`config.mk`:
```
export PLATFORM = sky130hd
export DESIGN_NAME = vx_dispatch_arbiter
export DESIGN_NICKNAME = d
export VERILOG_FILES = /design/src/rtl/vx_dispatch_arbiter.sv
export SDC_FILE = /design/constraint.sdc
export NUM_CORES = 1
export LEC_CHECK = 0
export BUFFER_PORTS_ARGS = -buffer_cell sky130_fd_sc_hd__buf_2
export CORE_AREA = 2 2 136 138
export CTS_BUF_LIST = sky130_fd_sc_hd__clkbuf_4 sky130_fd_sc_hd__clkbuf_8 sky130_fd_sc_hd__clkbuf_16
export DETAILED_ROUTE_END_ITERATION = 6
export DIE_AREA = 0 0 138 140
export SYNTH_ARGS = -nofsm -noshare
export SYNTH_HDL_FRONTEND = slang
export SYNTH_SLANG_ARGS = --single-unit
```
`constraint.sdc`:
```
create_clock -name clk -period 2.9 [get_ports clk]
set_input_delay 0.29 -clock clk [delete_from_list [all_inputs] [get_ports clk]]
set_output_delay 0.29 -clock clk [all_outputs]
set_load 0.1 [all_outputs]
```
`src/rtl/vx_dispatch_arbiter.sv`:
```
// Round-robin packet arbiter sharing one execute port among NUM_REQS requesters.
// A grant is held from the first accepted non-EOP beat until the holder's EOP beat fires.
module vx_dispatch_arbiter #(
    parameter int NUM_REQS = 4,
    parameter int DATAW    = 64,
    parameter int OUT_REG  = 0,
    parameter int IDX_W    = (NUM_REQS > 1) ? $clog2(NUM_REQS) : 1
) (
    input  logic                      clk,
    input  logic                      reset_n,
    input  logic [NUM_REQS-1:0]       req_valid,
    input  logic [NUM_REQS*DATAW-1:0] req_data,
    input  logic [NUM_REQS-1:0]       req_sop,
    input  logic [NUM_REQS-1:0]       req_eop,
    output logic [NUM_REQS-1:0]       req_ready,
    output logic                      out_valid,
    output logic [DATAW-1:0]          out_data,
    output logic                      out_sop,
    output logic                      out_eop,
    output logic [IDX_W-1:0]          out_idx,
    input  logic                      out_ready,
    output logic                      locked
);

    typedef enum logic { ST_IDLE = 1'b0, ST_LOCKED = 1'b1 } lock_st_e;

    lock_st_e         lock_st_q, lock_st_d;
    logic [IDX_W-1:0] rr_ptr_q, rr_ptr_d;
    logic [IDX_W-1:0] lock_idx_q, lock_idx_d;

    logic             grant_any;
    logic [IDX_W-1:0] grant_idx;
    logic [IDX_W-1:0] scan_idx;
    logic             in_ready;
    logic             in_fire;
    logic             sel_valid;
    logic             sel_sop;
    logic             sel_eop;
    logic [DATAW-1:0] sel_data;

    always_comb begin
        grant_any = 1'b0;
        grant_idx = '0;
        scan_idx  = '0;
        if (lock_st_q == ST_LOCKED) begin
            grant_any = 1'b1;
            grant_idx = lock_idx_q;
        end else begin
            // Scan farthest-first so the valid requester nearest rr_ptr wins last.
            for (int k = NUM_REQS - 1; k >= 0; k--) begin
                scan_idx = IDX_W'((int'(rr_ptr_q) + k) % NUM_REQS);
                if (req_valid[scan_idx]) begin
                    grant_any = 1'b1;
                    grant_idx = scan_idx;
                end
            end
        end
    end

    assign sel_valid = grant_any & req_valid[grant_idx];
    assign sel_sop   = req_sop[grant_idx];
    assign sel_eop   = req_eop[grant_idx];
    assign sel_data  = req_data[int'(grant_idx) * DATAW +: DATAW];
    assign in_fire   = reset_n & sel_valid & in_ready;

    for (genvar gi = 0; gi < NUM_REQS; gi++) begin : g_ready
        assign req_ready[gi] = reset_n & grant_any & (int'(grant_idx) == gi) & in_ready;
    end

    always_comb begin
        lock_st_d  = lock_st_q;
        rr_ptr_d   = rr_ptr_q;
        lock_idx_d = lock_idx_q;
        if (in_fire) begin
            if (sel_eop) begin
                lock_st_d = ST_IDLE;
                rr_ptr_d  = IDX_W'((int'(grant_idx) + 1) % NUM_REQS);
            end else begin
                lock_st_d  = ST_LOCKED;
                lock_idx_d = grant_idx;
            end
        end
    end

    always_ff @(posedge clk) begin
        if (!reset_n) begin
            lock_st_q  <= ST_IDLE;
            rr_ptr_q   <= '0;
            lock_idx_q <= '0;
        end else begin
            lock_st_q  <= lock_st_d;
            rr_ptr_q   <= rr_ptr_d;
            lock_idx_q <= lock_idx_d;
        end
    end

    assign locked = (lock_st_q == ST_LOCKED);

    if (OUT_REG == 0) begin : g_comb_out
        assign in_ready  = out_ready;
        assign out_valid = reset_n & sel_valid;
        assign out_data  = sel_data;
        assign out_sop   = sel_sop;
        assign out_eop   = sel_eop;
        assign out_idx   = grant_idx;
    end else begin : g_skid_out
        localparam int PW = DATAW + 2 + IDX_W;

        logic [PW-1:0] mem_q [2];
        logic          wr_ptr_q;
        logic          rd_ptr_q;
        logic [1:0]    count_q;
        logic          pop;

        // Ready depends only on occupancy, keeping out_ready off the req_ready path.
        assign in_ready  = (count_q != 2'd2);
        assign out_valid = (count_q != 2'd0);
        assign pop       = out_valid & out_ready;

        always_ff @(posedge clk) begin
            if (in_fire) begin
                mem_q[wr_ptr_q] <= {sel_data, sel_sop, sel_eop, grant_idx};
            end
        end

        always_ff @(posedge clk) begin
            if (!reset_n) begin
                wr_ptr_q <= 1'b0;
                rd_ptr_q <= 1'b0;
                count_q  <= 2'd0;
            end else begin
                if (in_fire) wr_ptr_q <= ~wr_ptr_q;
                if (pop)     rd_ptr_q <= ~rd_ptr_q;
                case ({in_fire, pop})
                    2'b10:   count_q <= count_q + 2'd1;
                    2'b01:   count_q <= count_q - 2'd1;
                    default: count_q <= count_q;
                endcase
            end
        end

        assign {out_data, out_sop, out_eop, out_idx} = mem_q[rd_ptr_q];
    end

endmodule

```
# After elaboration in Yosys (flattened, before gate mapping)
# Index checks and enable logic that the tools add are counted.
[op_classes]
n_addsub = 4
magnitude_cmp = 5
eq_ne = 3
shifts = 1
mux = 25
bitwise = 13
n_reduce_logical = 3
[op_table]
columns = ["cell", "count"]
rows = [
  ["$shiftx A256 B9 Y64", 1],
  ["$lt A2 B3 Y1 const B", 5],
  ["$bmux W1 S2", 7],
  ["$mux W1", 13],
  ["$and A1 B1 Y1", 12],
  ["$mux W2", 5],
  ["$add A2 B1 Y2 const B", 2],
  ["$add A2 B2 Y2 const B", 2],
  ["$eq A2 B2 Y1 const B", 2],
  ["$reduce_and A2 Y1", 2],
  ["$eq A2 B1 Y1 const B", 1],
  ["$logic_not A2 Y1", 1],
  ["$not A1 Y1", 1],
]
[totals]
regBits = 5
inputBits = 271
out_inout_bits = 74
word_cells = 57

# Logic depth before layout (Yosys ltp)
# Gate-level depths: netlist of run 1.
[logic_depth]
ltp_word = 14
mapped_depth = 10
mapped_depth_nobuf = 7

# Worst setup path before layout of run 1
# Ideal clock, no wire load.
[synth_timing]
path_type = "flip-flop to output port"
start = "reg lock_st_q (netlist: locked)"
end = "out out_valid"
arrival_ns = 4.361
t_required_ns = 2.610
path_slack_ns = -1.751
path_stages_with_launch = 8
path_buffers = 2
path_cell_list = "dfxtp_1 > buf_6 > inv_1 > o211ai_1 > o211a_1 > buf_6 > inv_1 > a211oi_1"
[synth_via]
elab_chain_cells = 5
[synth_rtl]
columns = ["element", "line_no", "rtl"]
rows = [
  ["start: declaration", "27", "lock_st_e lock_st_q, lock_st_d;"],
  ["start signal: assignment", "91", "lock_st_q <= lock_st_d;"],
  ["$mux W2", "45", "if (lock_st_q == ST_LOCKED) begin"],
  ["named net out_idx[0]", "20", "output logic [IDX_W-1:0] out_idx,"],
  ["$bmux W1 S2", "60", "assign sel_valid = grant_any & req_valid[grant_idx];"],
  ["$mux W1 (not written as such)", "60", ""],
  ["$and A1 B1 Y1", "60", ""],
  ["$and A1 B1 Y1", "101", "assign out_valid = reset_n & sel_valid;"],
  ["end: declaration", "16", "output logic out_valid,"],
]
# The timed path passes the listed nets, and every way through them passes these cells. The select of a mux whose other input is x is not followed.

# Final worst setup path of run 1
[layout_timing]
start = "reg rr_ptr_q[0]"
end = "out out_data[31]"
[layout_via]
elab_chain_cells = 9
[layout_rtl]
columns = ["element", "line_no", "rtl"]
rows = [
  ["start: declaration", "28", "logic [IDX_W-1:0] rr_ptr_q, rr_ptr_d;"],
  ["start signal: assignment", "92", "rr_ptr_q <= rr_ptr_d;"],
  ["$add A2 B2 Y2", "51", "scan_idx = IDX_W'((int'(rr_ptr_q) + k) % NUM_REQS);"],
  ["$bmux W1 S2", "52", "if (req_valid[scan_idx]) begin"],
  ["$mux W1 (not written as such)", "52", ""],
  ["$mux W2 (3 in series)", "52", ""],
  ["$mux W2 (*)", "52", ""],
  ["$mux W2 (*)", "45", ""],
  ["$shiftx A256 B9 Y64 (*)", "63", "assign sel_data = req_data[int'(grant_idx) * DATAW +: DATAW];"],
  ["end: declaration", "17", "output logic [DATAW-1:0] out_data,"],
]
# Mark *: on every way between the ends. The rest lies on a longest branch, timed or not. The select of a mux whose other input is x is not followed.

==> impl_summary.log, run 1 <==
INFO  metric outcome = finished, final reports clean
INFO  metric grt_overflow = 0
INFO  metric synth-warning-count = 0
INFO  metric floorplan.core_area = 0.0178 sq mm
INFO  metric final_wl = 13700 um
INFO  metric finalWorstPathRequiredPeriod = 2670 ps
INFO  metric fp.dieArea = 0.0193 sq mm
INFO  metric top_level_ports = 345
INFO  metric grt_use_met2 = 22.6%
INFO  metric synth_unique_cells = 32
INFO  metric ys_async_rst_share = 0%
INFO  metric finalClockSkew = 3.66 ps
INFO  metric share_of_final_layout_standard_cells_stronger_than_drive_strength_1 = 89.6%
INFO  metric power.density = 694 mW/mm^2
INFO  metric rows = 49
INFO  metric timing.critical_path.fanout_max = 32
INFO  metric die_width = 138 um
INFO  metric place_inst = 714
INFO  metric design.final.nets = 765
INFO  metric postSynthRegisterBits = 5
INFO  metric syn-instance-count = 147
INFO  metric hold_bufs_at_cts = 0
INFO  metric crit_type = reg -> out
INFO  metric cts-resized-gates = 0
INFO  metric vias = 3053
INFO  metric drt_pass1_iterations = 4
INFO  metric cellInternalPower = 1.25 mW
INFO  metric start_kind = register
INFO  metric cts.repair_timing.setup_buffer_count = 0
INFO  metric clock_sinks = 5
INFO  metric worstRegToRegCells = 8
INFO  metric max_slew.worst_pin.slew = 522 ps
INFO  metric gp_congestion = 0.867
INFO  metric post_synth_design_cell_area = 0.00210 sq mm
INFO  metric ctsRootBufferMaster = sky130_fd_sc_hd__clkbuf_16
INFO  metric detailedPlacementHpwl = 12600 um
INFO  metric cts_made_buffers = 3
INFO  metric rsz0062_at_grt = no
INFO  metric slew_viol_final = 0
INFO  metric drcViolationCount = 0
INFO  metric power.share.switching = 62.7%
INFO  metric critPathMaxStageDelay = 580 ps
INFO  metric groute.usage.overall = 13.4%
INFO  metric syn_to_final_growth = 129%
INFO  metric post_synth_main_area_contributors = sky130_fd_sc_hd__mux4_2 (71%), sky130_fd_sc_hd__dfxtp_1 (4.8%), sky130_fd_sc_hd__buf_2 (2.6%)
INFO  metric layout_commonest_cell = sky130_fd_sc_hd__buf_2
INFO  metric power.share.clock = 7.3%
INFO  metric holdPathStages = 2
INFO  metric cts_h_tree_depth = 1
INFO  metric most_utilized_layer_in_the_global_route_result = met2
INFO  metric finalSetupViolCount = 0
INFO  metric clock.fmax = 375 MHz
INFO  metric clock_tree.buffer_depth = 2
INFO  metric grt_pass1_vias = 3357
INFO  metric global_route_wire_length_before_repair = 19900 um
INFO  metric synthesis.nets = 422
INFO  metric antenna_left = 0
INFO  metric drv_cap = 0
INFO  metric worst-path-buf-inv = 2
INFO  metric initial_utilization = 11.8%
INFO  metric tritoncts = built
INFO  metric p_leak = 2.30 nW
INFO  metric global_route.usage.met3 = 3.79%
INFO  metric worst_hold_path_type = in -> reg
INFO  metric portion_of_total_power_attributed_to_sequential_cells = 2.6%
INFO  metric critical_path.endpoint_type = output port
INFO  metric average_via_count_per_standard_cell = 4.23
INFO  metric grt_start_max_net_pins = 42
INFO  metric crit_slowest_cell = sky130_fd_sc_hd__mux4_2
INFO  metric sequential_element_share_of_the_synthesized_area = 4.77%
INFO  metric finalHoldViolations = 0
INFO  metric mostFrequentLayoutCells = sky130_fd_sc_hd__buf_2 (308), sky130_fd_sc_hd__mux4_2 (66), sky130_fd_sc_hd__buf_12 (40), sky130_fd_sc_hd__inv_1 (9), sky130_fd_sc_hd__buf_4 (7)
INFO  metric library_cell_occupying_the_most_area_in_the_post_synthesis_netlist = sky130_fd_sc_hd__mux4_2
INFO  metric finalSetupTns = 0 ps
INFO  metric worstSetupPathDepth = 6
INFO  metric numPortBuffers = 344
INFO  metric synth_edf_count = 0
INFO  metric synth_largest_type_area_fraction = 70.8%
INFO  metric layout_worst_path_cycle_share = 91.9%
INFO  metric power_switching = 2.10 mW
INFO  metric global_routing_usage_on_met1 = 17.6%
INFO  metric share_comb_of_total_power = 90.1%
INFO  metric worst_ep_required_time = 2610 ps
INFO  metric avg_inst_size_synth = 14.3 sq um
INFO  metric grt_antenna_before_repair = 3
INFO  metric worst_path_dominant_cell_family = buffers and inverters
INFO  metric worst_slew_margin_rel = 65.4%
INFO  metric drtIter0Drc = 179
INFO  metric synth_ff_type = sky130_fd_sc_hd__dfxtp_1
INFO  metric clock_latency = 230 ps
INFO  metric drt-wirelength-per-cell = 19.0 um
INFO  metric post_route_insts_no_fill = 721
INFO  metric worstPathCellList = nor2b_1, nand4b_1, o211a_4, buf_12, mux4_2, buf_2
INFO  metric vdd_drop_max = 0.000471 V
INFO  metric die-height = 140 um
INFO  metric critPathArrivalTime = 2380 ps
INFO  metric cts.reportedPaths.clkPinSlew = 40 ps
## Yosys cell counts (all sizes together), types with 2 or more instances
library cell / n
mux4: 66
buf: 17
inv: 11
nor2: 8
nand2: 6
dfxtp: 5
ha: 4
mux2i: 4
nand3: 4
o211ai: 2
o21ai: 2
or2: 2
## registers in the layout, indices dropped and copies added, names as in the netlist
register and flops:
lock_idx_q 2, locked 1, rr_ptr_q 2
## power by group through the flow
| stage | Sequential (mW) | Combinational (mW) | Clock (mW) |
|---|---|---|---|
| 2_1_floorplan | 0.0922 | 2.16 | 0 |
| 3_3_place_gp | 0.0863 | 3.02 | 0 |
| 3_5_place_dp | 0.0863 | 3.04 | 0 |
| 4_1_cts | 0.0854 | 3.04 | 0.247 |
| 5_1_grt | 0.0874 | 3.10 | 0.250 |
| 6_report | 0.0854 | 3.01 | 0.245 |
## final cells by class
| type | count | area (sq um) |
|---|---|---|
| inverters | 11 | 45.0 |
| well taps | 229 | 287 |
| clock buffers | 4 | 82.6 |
| fillers | 1911 | 13000 |
| diodes | 3 | 7.51 |
| flip-flops and latches | 5 | 104 |
| multi-input cells | 114 | 1900 |
| repair buffers | 355 | 2390 |
## per-stage QoR
step / setup slack (ps) / area (sq um) / power (mW) / utilization, % / hold WS, ps
after floorplan: -18.7 / 2150 / 2.25 / - / 411
after global placement: 347 / 4730 / 3.11 / 26.6 / 454
after detailed placement: 318 / 4730 / 3.12 / 26.6 / 468
after CTS: 205 / 4810 / 3.37 / 27.0 / 346
after global routing: 106 / 4810 / 3.44 / 27.1 / 371
final: 234 / 4820 / 3.34 / 27.1 / 344
## per-layer routing
| metal | share of wire [%] | vias to the layer above |
|---|---|---|
| met4 | 0.55 | 0 |
| met5 | 0 | - |
| met1 | 41 | 1507 |
| met2 | 50 | 190 |
| met3 | 8.9 | 9 |
| li1 | - | 1347 |
## path summary, 6_finish.rpt
check,start,to,slack (ps)
hold reg to reg,lock_idx_q[0],lock_idx_q[0],470
setup reg to reg,rr_ptr_q[0],lock_idx_q[0],700
hold / removal,reset_n,locked,340
setup / recovery,rr_ptr_q[0],out_data[31],230
## cells by family after synthesis
kind of cell | count (synthesis) | synth area share [%]
buffers and inverters | 28 | 7.09
AO/OA/AOI/OAI | 16 | 7.69
multiplexers | 70 | 72.7
AND/OR/NAND/NOR | 24 | 5.36
adder cells (fa/ha/maj) | 4 | 2.38
flip-flops | 5 | 4.77
Note: power is estimated with default switching activity, not from simulation.
==> run 2: changes to the inputs <==
Clock period 2.9 ns to 3.3 ns, I/O delays scaled along.
==> impl_summary.log, run 2 (synthesis results as in run 1) <==
INFO  metric average_via_count_per_standard_cell = 4.22 (-0.45%)
INFO  metric top_level_ports = 345 (unchanged)
INFO  metric cts_h_tree_depth = 1 (unchanged)
INFO  metric worstRegToRegCells = 8 (unchanged)
INFO  metric grt_start_max_net_pins = 71 (+69%)
INFO  metric finalHoldViolations = 0 (unchanged)
INFO  metric grt_overflow = 0 (unchanged)
INFO  metric drv_cap = 0 (unchanged)
INFO  metric setup.reg_to_reg.worst_slack = 980 ps (+280 ps)
INFO  metric worst_hold_path_type = in -> reg
INFO  metric ctsRootBufferMaster = sky130_fd_sc_hd__clkbuf_16
INFO  metric worst_path_dominant_cell_family = buffers and inverters
INFO  metric vias = 3014 (-1.3%)
INFO  metric p_leak = 2.09 nW (-9.2%)
INFO  metric startpoint = rr_ptr_q[0]
INFO  metric die_width = 138 um (unchanged)
INFO  metric design.final.nets = 759 (-0.78%)
INFO  metric drt-wirelength-per-cell = 18.0 um (-5.2%)
INFO  metric crit_slowest_cell = sky130_fd_sc_hd__buf_2
INFO  metric cts.reportedPaths.clkPinSlew = 30 ps (about the same)
INFO  metric power.share.switching = 69.0% (+6.3 points)
INFO  metric die-height = 140 um (unchanged)
INFO  metric worst-path-buf-inv = 4 (+2)
INFO  metric crit_type = reg -> out
INFO  metric hold_bufs_at_cts = 0 (unchanged)
INFO  metric detailedPlacementHpwl = 11700 um (-7.3%)
INFO  metric worst_r2r_endpoint = lock_idx_q[0]
INFO  metric outcome = finished, final reports clean
INFO  metric cellInternalPower = 799 uW (-36%)
INFO  metric global_route_wire_length_before_repair = 18800 um (-5.9%)
INFO  metric drtIter0Drc = 101 (-44%)
INFO  metric critical_path.endpoint_type = output port
INFO  metric post-place-ws = 590 ps (+272 ps)
INFO  metric clock_sinks = 5 (unchanged)
INFO  metric cts.repair_timing.setup_buffer_count = 0 (unchanged)
INFO  metric final_wl = 12900 um (-6.0%)
INFO  metric power_switching = 1.78 mW (-15%)
INFO  metric fp.dieArea = 0.0193 sq mm (unchanged)
INFO  metric mostFrequentLayoutCells = sky130_fd_sc_hd__buf_2 (344), sky130_fd_sc_hd__mux4_2 (66), sky130_fd_sc_hd__inv_1 (10), sky130_fd_sc_hd__nand2_1 (6)
INFO  metric finalClockSkew = 3.15 ps (-0.509 ps)
INFO  metric max_slew.worst_pin.slew = 563 ps (+41.4 ps)
INFO  metric vdd_drop_max = 0.000357 V (-24%)
INFO  metric worstPathCellList = nor2b_1, o211ai_1, nand3_1, inv_2, buf_12, ha_1, inv_1, nor2_4, buf_2
INFO  metric layout_commonest_cell = sky130_fd_sc_hd__buf_2
INFO  metric worst_setup_path_endpoint = req_ready[2]
INFO  metric portion_of_total_power_attributed_to_sequential_cells = 2.9% (+0.3 points)
INFO  metric cts-resized-gates = 0 (unchanged)
INFO  metric gp_congestion = 0.928 (+7.1%)
INFO  metric holdPathStages = 2 (unchanged)
INFO  metric critPathArrivalTime = 2480 ps (+100 ps)
INFO  metric syn_to_final_growth = 101%
INFO  metric clock.fmax = 355 MHz
INFO  metric layout_worst_path_cycle_share = 85.3%
INFO  metric placed_area = 0.00412 sq mm (-13%)
INFO  metric timing.critical_path.fanout_max = 70 (+120%)
INFO  metric rsz0062_at_grt = no
INFO  metric floorplan.core_area = 0.0178 sq mm (unchanged)
INFO  metric slew_viol_final = 0 (unchanged)
INFO  metric grt_antenna_before_repair = 4 (+1)
INFO  metric tritoncts = built
INFO  metric clock_tree.buffer_depth = 2 (unchanged)
INFO  metric rows = 49 (unchanged)
INFO  metric clock_latency = 230 ps (about the same)
INFO  metric grt_pass1_vias = 3294 (-1.9%)
INFO  metric drcViolationCount = 0 (unchanged)
INFO  metric reg2reg_from = rr_ptr_q[0]
INFO  metric numPortBuffers = 344 (unchanged)
INFO  metric critPathMaxStageDelay = 420 ps (-160 ps)
INFO  metric postLayoutSetupSlackWorst = 486 ps (+252 ps)
INFO  metric drt_pass1_iterations = 4 (unchanged)
INFO  metric initial_utilization = 11.8% (unchanged)
INFO  metric start_kind = register
INFO  metric fin_total_pwr = 2.58 mW (-23%)
INFO  metric cts_made_buffers = 3 (unchanged)
INFO  metric groute.usage.overall = 12.4% (-0.95 points)
INFO  metric antenna_left = 0 (unchanged)
INFO  metric share_of_final_layout_standard_cells_stronger_than_drive_strength_1 = 89.2% (-0.34 points)
INFO  metric design_area = 0.00421 sq mm (-13%)
INFO  metric finalWorstPathRequiredPeriod = 2810 ps
INFO  metric power.share.clock = 8.2% (+0.9 points)
INFO  metric worst_ep_required_time = 2970 ps (+360 ps)
INFO  metric worst_slew_margin_rel = 62.0% (-3.5 points)
INFO  metric share_comb_of_total_power = 88.9% (-1.2 points)
INFO  metric power.density = 612 mW/mm^2 (-12%)
INFO  metric worstSetupPathDepth = 9 (+3)
INFO  metric finalSetupViolCount = 0 (unchanged)
INFO  metric finalSetupTns = 0 ps (unchanged)
## run 2: cell types whose count changed in the layout (fill, tap and decap cells not counted)
cell,change
sky130_fd_sc_hd__buf_12,-37
sky130_fd_sc_hd__buf_2,+36
sky130_fd_sc_hd__buf_4,-5
sky130_fd_sc_hd__clkinvlp_4,-1
sky130_fd_sc_hd__dfxtp_2,+1
sky130_fd_sc_hd__dfxtp_4,-1
sky130_fd_sc_hd__inv_1,+1
## run 2: final cells by class
| type | instances | area, sq um |
|---|---|---|
| tap | 229 | 287 |
| clock buffer | 4 | 82.6 |
| antenna | 3 | 7.51 |
| fill | 1934 | 13600 |
| multi-input combinational | 114 | 1900 |
| sequential | 5 | 101 |
| timing repair buffer | 349 | 1800 |
| inverter | 11 | 41.3 |
## run 2: stage by stage
step           cells  utilization, %  hold slack, ps
4_1_cts          712            23.6             388
3_3_place_gp     708            23.2             448
3_5_place_dp     708            23.2             455
6_report         715            23.7             390
2_1_floorplan    147               -             439
5_1_grt          715            23.7             393
## run 2: power by group through the flow
stage / clock network, mW / logic [mW] / registers, mW
6_report: 0.212 / 2.29 / 0.0754
4_1_cts: 0.212 / 2.31 / 0.0754
2_1_floorplan: 0 / 1.89 / 0.0811
3_5_place_dp: 0 / 2.30 / 0.0762
5_1_grt: 0.215 / 2.36 / 0.0763
3_3_place_gp: 0 / 2.29 / 0.0764
## run 2: how the worst min path moves through the flow
stage / startpoint / endpoint / slack (ps)
6_report: reset_n / locked / 390
3_3_place_gp: lock_idx_q[0] / lock_idx_q[0] / 450
3_5_place_dp: lock_idx_q[1] / lock_idx_q[1] / 450
2_1_floorplan: lock_idx_q[0] / lock_idx_q[0] / 440
4_1_cts: reset_n / locked / 390
5_1_grt: reset_n / locked / 390
## run 2: routing by layer
metal | share of wire [%] | wire length [um] | GRT usage (%) | vias to the layer above
met4 | 1.2 | 152 | 2.63 | 0
met1 | 38 | 4920 | 15.0 | 1456
met2 | 51 | 6560 | 22.1 | 215
li1 | - | - | - | 1332
met3 | 9.8 | 1260 | 3.38 | 11
met5 | 0 | 0 | 0 | -
